`src/rtl/pixel_arb_pkg.sv`:
```
// Shared types and defaults for the frame-granular pixel source arbiter.
package pixel_arb_pkg;

    typedef enum logic [1:0] {
        IDLE,
        LOAD,
        STREAM,
        DRAIN
    } arb_state_t;

    localparam int DEF_DATA_W   = 12;
    localparam int DEF_H_ACTIVE = 1280;
    localparam int DEF_V_ACTIVE = 720;
    localparam int FRAME_PIXELS = DEF_H_ACTIVE * DEF_V_ACTIVE;

    // A one-pixel frame still needs a one-bit counter.
    function automatic int cnt_width(int pixels);
        return (pixels > 1) ? $clog2(pixels) : 1;
    endfunction

    localparam int FRAME_CNT_W = cnt_width(FRAME_PIXELS);

endpackage

```
`src/rtl/rr_arbiter.sv`:
```
// Combinational round-robin pick: first requester at or after ptr, wrapping.
module rr_arbiter #(
    parameter int NUM_SRC = 2,
    parameter int SEL_W   = $clog2(NUM_SRC)
) (
    input  logic [NUM_SRC-1:0] req,
    input  logic [SEL_W-1:0]   ptr,
    output logic [NUM_SRC-1:0] grant,
    output logic [SEL_W-1:0]   grant_idx,
    output logic               any_req
);

    logic found;

    always_comb begin
        grant     = '0;
        grant_idx = '0;
        found     = 1'b0;
        for (int k = 0; k < NUM_SRC; k++) begin
            int j;
            j = int'(ptr) + k;
            if (j >= NUM_SRC) j = j - NUM_SRC;
            if (!found && req[j]) begin
                found     = 1'b1;
                grant[j]  = 1'b1;
                grant_idx = SEL_W'(j);
            end
        end
    end

    assign any_req = |req;

endmodule

```
`src/rtl/pixel_source_arbiter.sv`:
```
// Shares one pixel write port between NUM_SRC sources, one whole frame per grant.
// Optional BLANK_FILL_EN: feed black pixels to the sink while idle with no requester.
module pixel_source_arbiter
    import pixel_arb_pkg::*;
#(
    parameter int NUM_SRC  = 2,
    parameter int H_ACTIVE = DEF_H_ACTIVE,
    parameter int V_ACTIVE = DEF_V_ACTIVE,
    parameter int DATA_W   = DEF_DATA_W
) (
    input  logic                        clk,
    input  logic                        reset,
    input  logic [NUM_SRC-1:0]          src_req,
    output logic [NUM_SRC-1:0]          src_can_write,
    output logic [NUM_SRC-1:0]          src_reset,
    input  logic [NUM_SRC*DATA_W-1:0]   src_write_data,
    input  logic [NUM_SRC-1:0]          src_write_ready,
    input  logic                        sink_can_write,
    output logic [DATA_W-1:0]           sink_write_data,
    output logic                        sink_write_ready,
    output logic [$clog2(NUM_SRC)-1:0]  active_src,
    output logic                        busy,
    output logic                        frame_done
);

    localparam int SEL_W = $clog2(NUM_SRC);
    localparam int FRAME = H_ACTIVE * V_ACTIVE;
    localparam int CNT_W = cnt_width(FRAME);
    localparam logic [CNT_W-1:0] LAST_PIX = CNT_W'(FRAME - 1);
    localparam logic [SEL_W-1:0] LAST_SRC = SEL_W'(NUM_SRC - 1);

    arb_state_t state, state_next;

    logic [CNT_W-1:0]   issue_cnt;
    logic [1:0]         outstanding;
    logic [SEL_W-1:0]   rr_ptr;
    logic [SEL_W-1:0]   grant_idx;
    logic [NUM_SRC-1:0] grant;
    logic               any_req;
    logic               issue;
    logic               accept;
    logic               done;
    logic               fill;
    logic               ready_act;
    logic [DATA_W-1:0]  data_act;

    rr_arbiter #(
        .NUM_SRC (NUM_SRC),
        .SEL_W   (SEL_W)
    ) u_rr (
        .req       (src_req),
        .ptr       (rr_ptr),
        .grant     (grant),
        .grant_idx (grant_idx),
        .any_req   (any_req)
    );

    assign ready_act = src_write_ready[active_src];
    assign data_act  = src_write_data[active_src*DATA_W +: DATA_W];

    // Only the granted source's returns are accepted, and only mid-frame.
    assign accept = ready_act &&
                    (state == STREAM || state == DRAIN);

`ifdef BLANK_FILL_EN
    assign fill = (state == IDLE) && !any_req && sink_can_write;
`else
    assign fill = 1'b0;
`endif

    always_comb begin
        state_next    = state;
        src_can_write = '0;
        src_reset     = '0;
        issue         = 1'b0;
        done          = 1'b0;
        unique case (state)
            IDLE: begin
                if (|grant) state_next = LOAD;
            end
            LOAD: begin
                src_reset[active_src] = 1'b1;
                state_next = STREAM;
            end
            STREAM: begin
                src_can_write[active_src] = sink_can_write;
                issue = sink_can_write;
                if (issue && issue_cnt == LAST_PIX)
                    state_next = DRAIN;
            end
            DRAIN: begin
                if (outstanding == 2'd0 && !ready_act) begin
                    done = 1'b1;
                    state_next = IDLE;
                end
            end
            default: state_next = IDLE;
        endcase
    end

    assign busy       = (state != IDLE);
    assign frame_done = done;

    always_ff @(posedge clk) begin
        if (reset) begin
            state       <= IDLE;
            issue_cnt   <= '0;
            outstanding <= 2'd0;
            rr_ptr      <= '0;
            active_src  <= '0;
        end else begin
            state <= state_next;
            if (state == IDLE && |grant)
                active_src <= grant_idx;
            if (state == LOAD)
                issue_cnt <= '0;
            else if (issue)
                issue_cnt <= issue_cnt + 1'b1;
            case ({issue, accept})
                2'b10:   outstanding <= outstanding + 2'd1;
                2'b01:   outstanding <= outstanding - 2'd1;
                default: outstanding <= outstanding;
            endcase
            if (done)
                rr_ptr <= (active_src == LAST_SRC) ? '0 : active_src + 1'b1;
        end
    end

    always_ff @(posedge clk) begin
        if (reset) begin
            sink_write_ready <= 1'b0;
            sink_write_data  <= '0;
        end else begin
            sink_write_ready <= accept || fill;
            sink_write_data  <= accept ? data_act : '0;
        end
    end

endmodule

```
`config.mk`:
```
export PLATFORM = sky130hd
export DESIGN_NAME = pixel_source_arbiter
export DESIGN_NICKNAME = d
export VERILOG_FILES = /design/src/rtl/pixel_arb_pkg.sv /design/src/rtl/rr_arbiter.sv /design/src/rtl/pixel_source_arbiter.sv
export SDC_FILE = /design/constraint.sdc
export NUM_CORES = 1
export LEC_CHECK = 0
export ABC_AREA = 0
export BUFFER_PORTS_ARGS = -buffer_cell sky130_fd_sc_hd__buf_2
export CORE_ASPECT_RATIO = 0.75
export CORE_MARGIN = 2
export CORE_UTILIZATION = 54
export CTS_BUF_LIST = sky130_fd_sc_hd__clkbuf_4
export DETAILED_ROUTE_END_ITERATION = 12
export PLACE_DENSITY = 0.82
export SLEW_MARGIN = 20
export SYNTH_ARGS = -nofsm -noshare
export SYNTH_HDL_FRONTEND = slang
export SYNTH_SLANG_ARGS = --single-unit
```
`constraint.sdc`:
```
create_clock -name clk -period 2.8 [get_ports clk]
set_clock_uncertainty 0.1 [all_clocks]
set_input_delay 0.42 -clock clk [delete_from_list [all_inputs] [get_ports clk]]
set_output_delay 0.42 -clock clk [all_outputs]
set_load 0.01 [all_outputs]
```
==> impl_results.rst <==
.. list-table::
   :header-rows: 1

   * - Metric
     - Value
   * - Outcome
     - completed
   * - Critical path, cell by cell
     - inv_1 -> ha_1 -> and2_1 -> inv_1 -> nor2_1 -> buf_2
   * - Post-CTS setup buffers
     - 0
   * - Number of warnings printed during yosys synthesis
     - 0
   * - Sum of overflow across all layers after global routing
     - 0
   * - Worst setup path class
     - reg -> out
   * - Vias/cell
     - 5.46
   * - Die Span Y
     - between 50 and 60 um
   * - Setup-failing EPs final
     - 0
   * - Main area contributors after synthesis
     - sky130_fd_sc_hd__dfxtp_1, sky130_fd_sc_hd__mux2i_1, sky130_fd_sc_hd__nor2_1
   * - Reported leakage power
     - 0.906 nW
   * - Hold-fix buffers at CTS
     - 0
   * - Buffer levels on the longest clock path
     - 2
   * - Startpoint of the most critical register-to-register path
     - state[0]
   * - CTS tree
     - done
   * - Antenna violations before repair
     - 0
   * - Register-to-register path setup slack
     - between 400 and 500 ps
   * - Startpoint kind of the worst setup timing path
     - register
   * - Final Net Count
     - 292
   * - Worst setup EP type
     - primary output
   * - CP Buf/Inv Count
     - 3
   * - Number of register bits inferred by synthesis
     - 39
   * - Part of the Yosys area used for sequential elements
     - 0.413
   * - Number of enable flip-flop cells after synthesis
     - 0
   * - Unrepaired setup endpoints after global routing
     - no
   * - Highest net fanout along the worst path
     - 9
   * - Placement Setup Slack
     - 515 ps
   * - TritonCTS buffer count
     - 5
   * - Remaining design rule violation count
     - 0
   * - Instance count of the mapped netlist
     - 207
   * - Share of async-settable or async-resettable flops after synthesis
     - 0
   * - Hold WC Path Type
     - in -> reg
   * - Post-layout worst setup margin
     - 365 ps
   * - Hold path start
     - src_write_data[3]
   * - Number of stages on the worst hold path
     - 3
   * - Antenna diodes
     - 0
   * - Worst Setup SP
     - state[0]
   * - Max Slew Vio Count
     - 0
   * - Worst Max-Slew Pin Slew
     - ~400 ps
   * - Count of port buffers added during placement
     - 50
   * - Count of cell types in the netlist
     - between 40 and 50
   * - Routability congestion estimate
     - 0.840
   * - Final cycle utilization of the critical path
     - 0.870
   * - Number of placement rows
     - 18
   * - Global-route wire length before repair
     - ~6.6 mm
   * - Number of global-route vias before repair
     - between 1000 and 1500
   * - Number of nets in the synthesized netlist
     - between 200 and 250
   * - Req. time, crit path
     - 2280 ps
   * - End of the worst register-to-register path
     - outstanding[1]
   * - H-tree lvl count
     - 2
   * - First DRT Iteration DRCs
     - 89
   * - Top cell type's share of synthesized area
     - 0.413
   * - Rel. slew slack
     - 0.733
   * - Min-Delay Endpoint
     - sink_write_data[3]
   * - Antenna-violating nets left
     - 0
   * - Avg Inst Size Synth
     - approximately 9.1 sq um
   * - Category of cells accounting for the largest share of critical-path delay
     - simple AND/OR/NAND/NOR gates
   * - Die Footprint
     - about 4000 sq um
   * - Number of cells traversed by the worst register-to-register path
     - 7
   * - Maximum clock frequency
     - 0.411 GHz
   * - Most common library cell in the layout ignoring fill and taps
     - sky130_fd_sc_hd__buf_2
   * - Buffer cell driving the clock tree root
     - sky130_fd_sc_hd__clkbuf_4
   * - Minimum period implied by the final worst setup slack
     - between 2000 and 2500 ps
   * - Fraction of layout instances using a drive strength above 1
     - 0.270
   * - Clock input transition at the sequential cells of the worst setup and hold paths
     - 110 ps
   * - Power per unit of standard cell area
     - 610 nW/um^2
   * - Core box area
     - 3310 sq um
   * - Growth of design area from synthesis to finish
     - 17.6%
   * - Overall via count from detail_route
     - between 1500 and 2000
   * - Post-Route WL
     - around 4 mm
   * - CP Data Arrival Time
     - between 1500 and 2000 ps
   * - Netlist Area Pre-Place
     - 1890 sq um
   * - Tot GR Track Use
     - 0.214
   * - Detailed placement HPWL
     - 3.00 mm
   * - CTS Sinks
     - 39
   * - Cell occurring most often along the worst timing path
     - sky130_fd_sc_hd__inv_1
   * - Cell taking the most area after synthesis
     - sky130_fd_sc_hd__dfxtp_1
   * - Clock latency on the worst-skew pair
     - roughly 360 ps
   * - Final routed wire length divided by cell count
     - roughly 13 um
   * - Die width
     - around 72 um
   * - Maximum number of pins on one net before global-route repair
     - 21
   * - Worst ir drop on vdd
     - 0.000535 V
   * - Final hold vios
     - 0
   * - CP max stage delay
     - between 300 and 400 ps
   * - I/O Pins
     - 51
   * - Top library cells by usage in the layout, fill and taps aside
     - sky130_fd_sc_hd__buf_2, sky130_fd_sc_hd__dfxtp_1, sky130_fd_sc_hd__nor2_1
   * - Filler instances
     - ~290
   * - Router iterations before antenna repair
     - 4
   * - Aggregate negative setup slack
     - 0 ps
   * - MaxCap Viol Count
     - 0
   * - Most used DFF post-synth
     - sky130_fd_sc_hd__dfxtp_1
   * - Number of instances resized during post-cts repair
     - 0
   * - Critical-path top delay cell
     - sky130_fd_sc_hd__and2_1
   * - Initial Util
     - 0.571
-- power by group --
part | switching [mW] | internal, mW
clock network | 0.191 | 0.188
logic | 0.192 | 0.154
registers | 0.0317 | 0.598
total | 0.415 | 0.940
-- routing by layer --
layer  global-route usage  share of wire  vias up
li1                     -              -      833
met4               0.0889          0.014        0
met1                0.307           0.50      744
met2                0.304           0.44       35
met3               0.0529          0.046        5
met5                    0              0        -
-- registers in the layout, indices dropped and copies added (netlist names) --
register / cells
issue_cnt: 20
sink_write_data: 12
outstanding: 2
state: 2
active_src: 1
rr_ptr: 1
sink_write_ready: 1
-- Yosys cell counts, drive strengths merged, types with 2 or more instances --
cell type,count
nor4,4
nor2,30
buf,7
ha,6
o21ai,7
dfxtp,39
nand3,6
clkbuf,3
or3,8
a21oi,11
nand2,12
and2,3
and3,3
xor2,7
o31ai,4
xnor2,5
or4,5
nand4,8
mux2i,14
inv,7
and4,2
-- area by class of cell --
type,instances,area (sq um),area share
flip-flops and latches,39,781,0.351
clock inverters,3,43.8,0.0197
clock buffers,5,37.5,0.0169
well taps,40,50.0,0.0225
inverters,7,26.3,0.0118
multi-input cells,151,1030,0.462
repair buffers,51,258,0.116
-- worst register-to-register path, stage by stage, from the launching register on --
cell and delay (ps):
sky130_fd_sc_hd__dfxtp_1 350, sky130_fd_sc_hd__inv_1 110, sky130_fd_sc_hd__ha_1 350, sky130_fd_sc_hd__and2_1 360
sky130_fd_sc_hd__inv_1 170, sky130_fd_sc_hd__ha_1 340, sky130_fd_sc_hd__or3_1 350, sky130_fd_sc_hd__a21oi_1 150
-- cells by family after synthesis --
kind of cell    after synthesis  share of synthesized area
buf+inv                      17                     0.0437
xor+xnor                     12                     0.0556
simple gates                 90                      0.277
flops                        39                      0.413
compound gates               28                     0.0913
mux                          15                     0.0801
fa+ha+maj                     6                     0.0397
-- metrics by stage --
step | util | cell area (sq um) | hold slack, ps | cells | power (mW)
after floorplan | - | 1890 | 347 | 207 | 0.891
after global placement | 0.647 | 2140 | 363 | 288 | 0.980
after detailed placement | 0.647 | 2140 | 378 | 288 | 0.990
after CTS | 0.672 | 2220 | 185 | 296 | 1.37
after global routing | 0.672 | 2220 | 186 | 296 | 1.44
final | 0.672 | 2220 | 193 | 296 | 1.36
-- how the worst max path moves through the flow --
stage / endpoint / slack, ps / cells after the start
2_1_floorplan: outstanding[1] / 770 / 9
3_3_place_gp: outstanding[1] / 620 / 7
3_5_place_dp: outstanding[1] / 520 / 7
4_1_cts: src_can_write[0] / 350 / 6
5_1_grt: src_can_write[0] / 170 / 6
6_report: src_can_write[0] / 370 / 6
No activity file was read; power rests on OpenSTA's default activity.
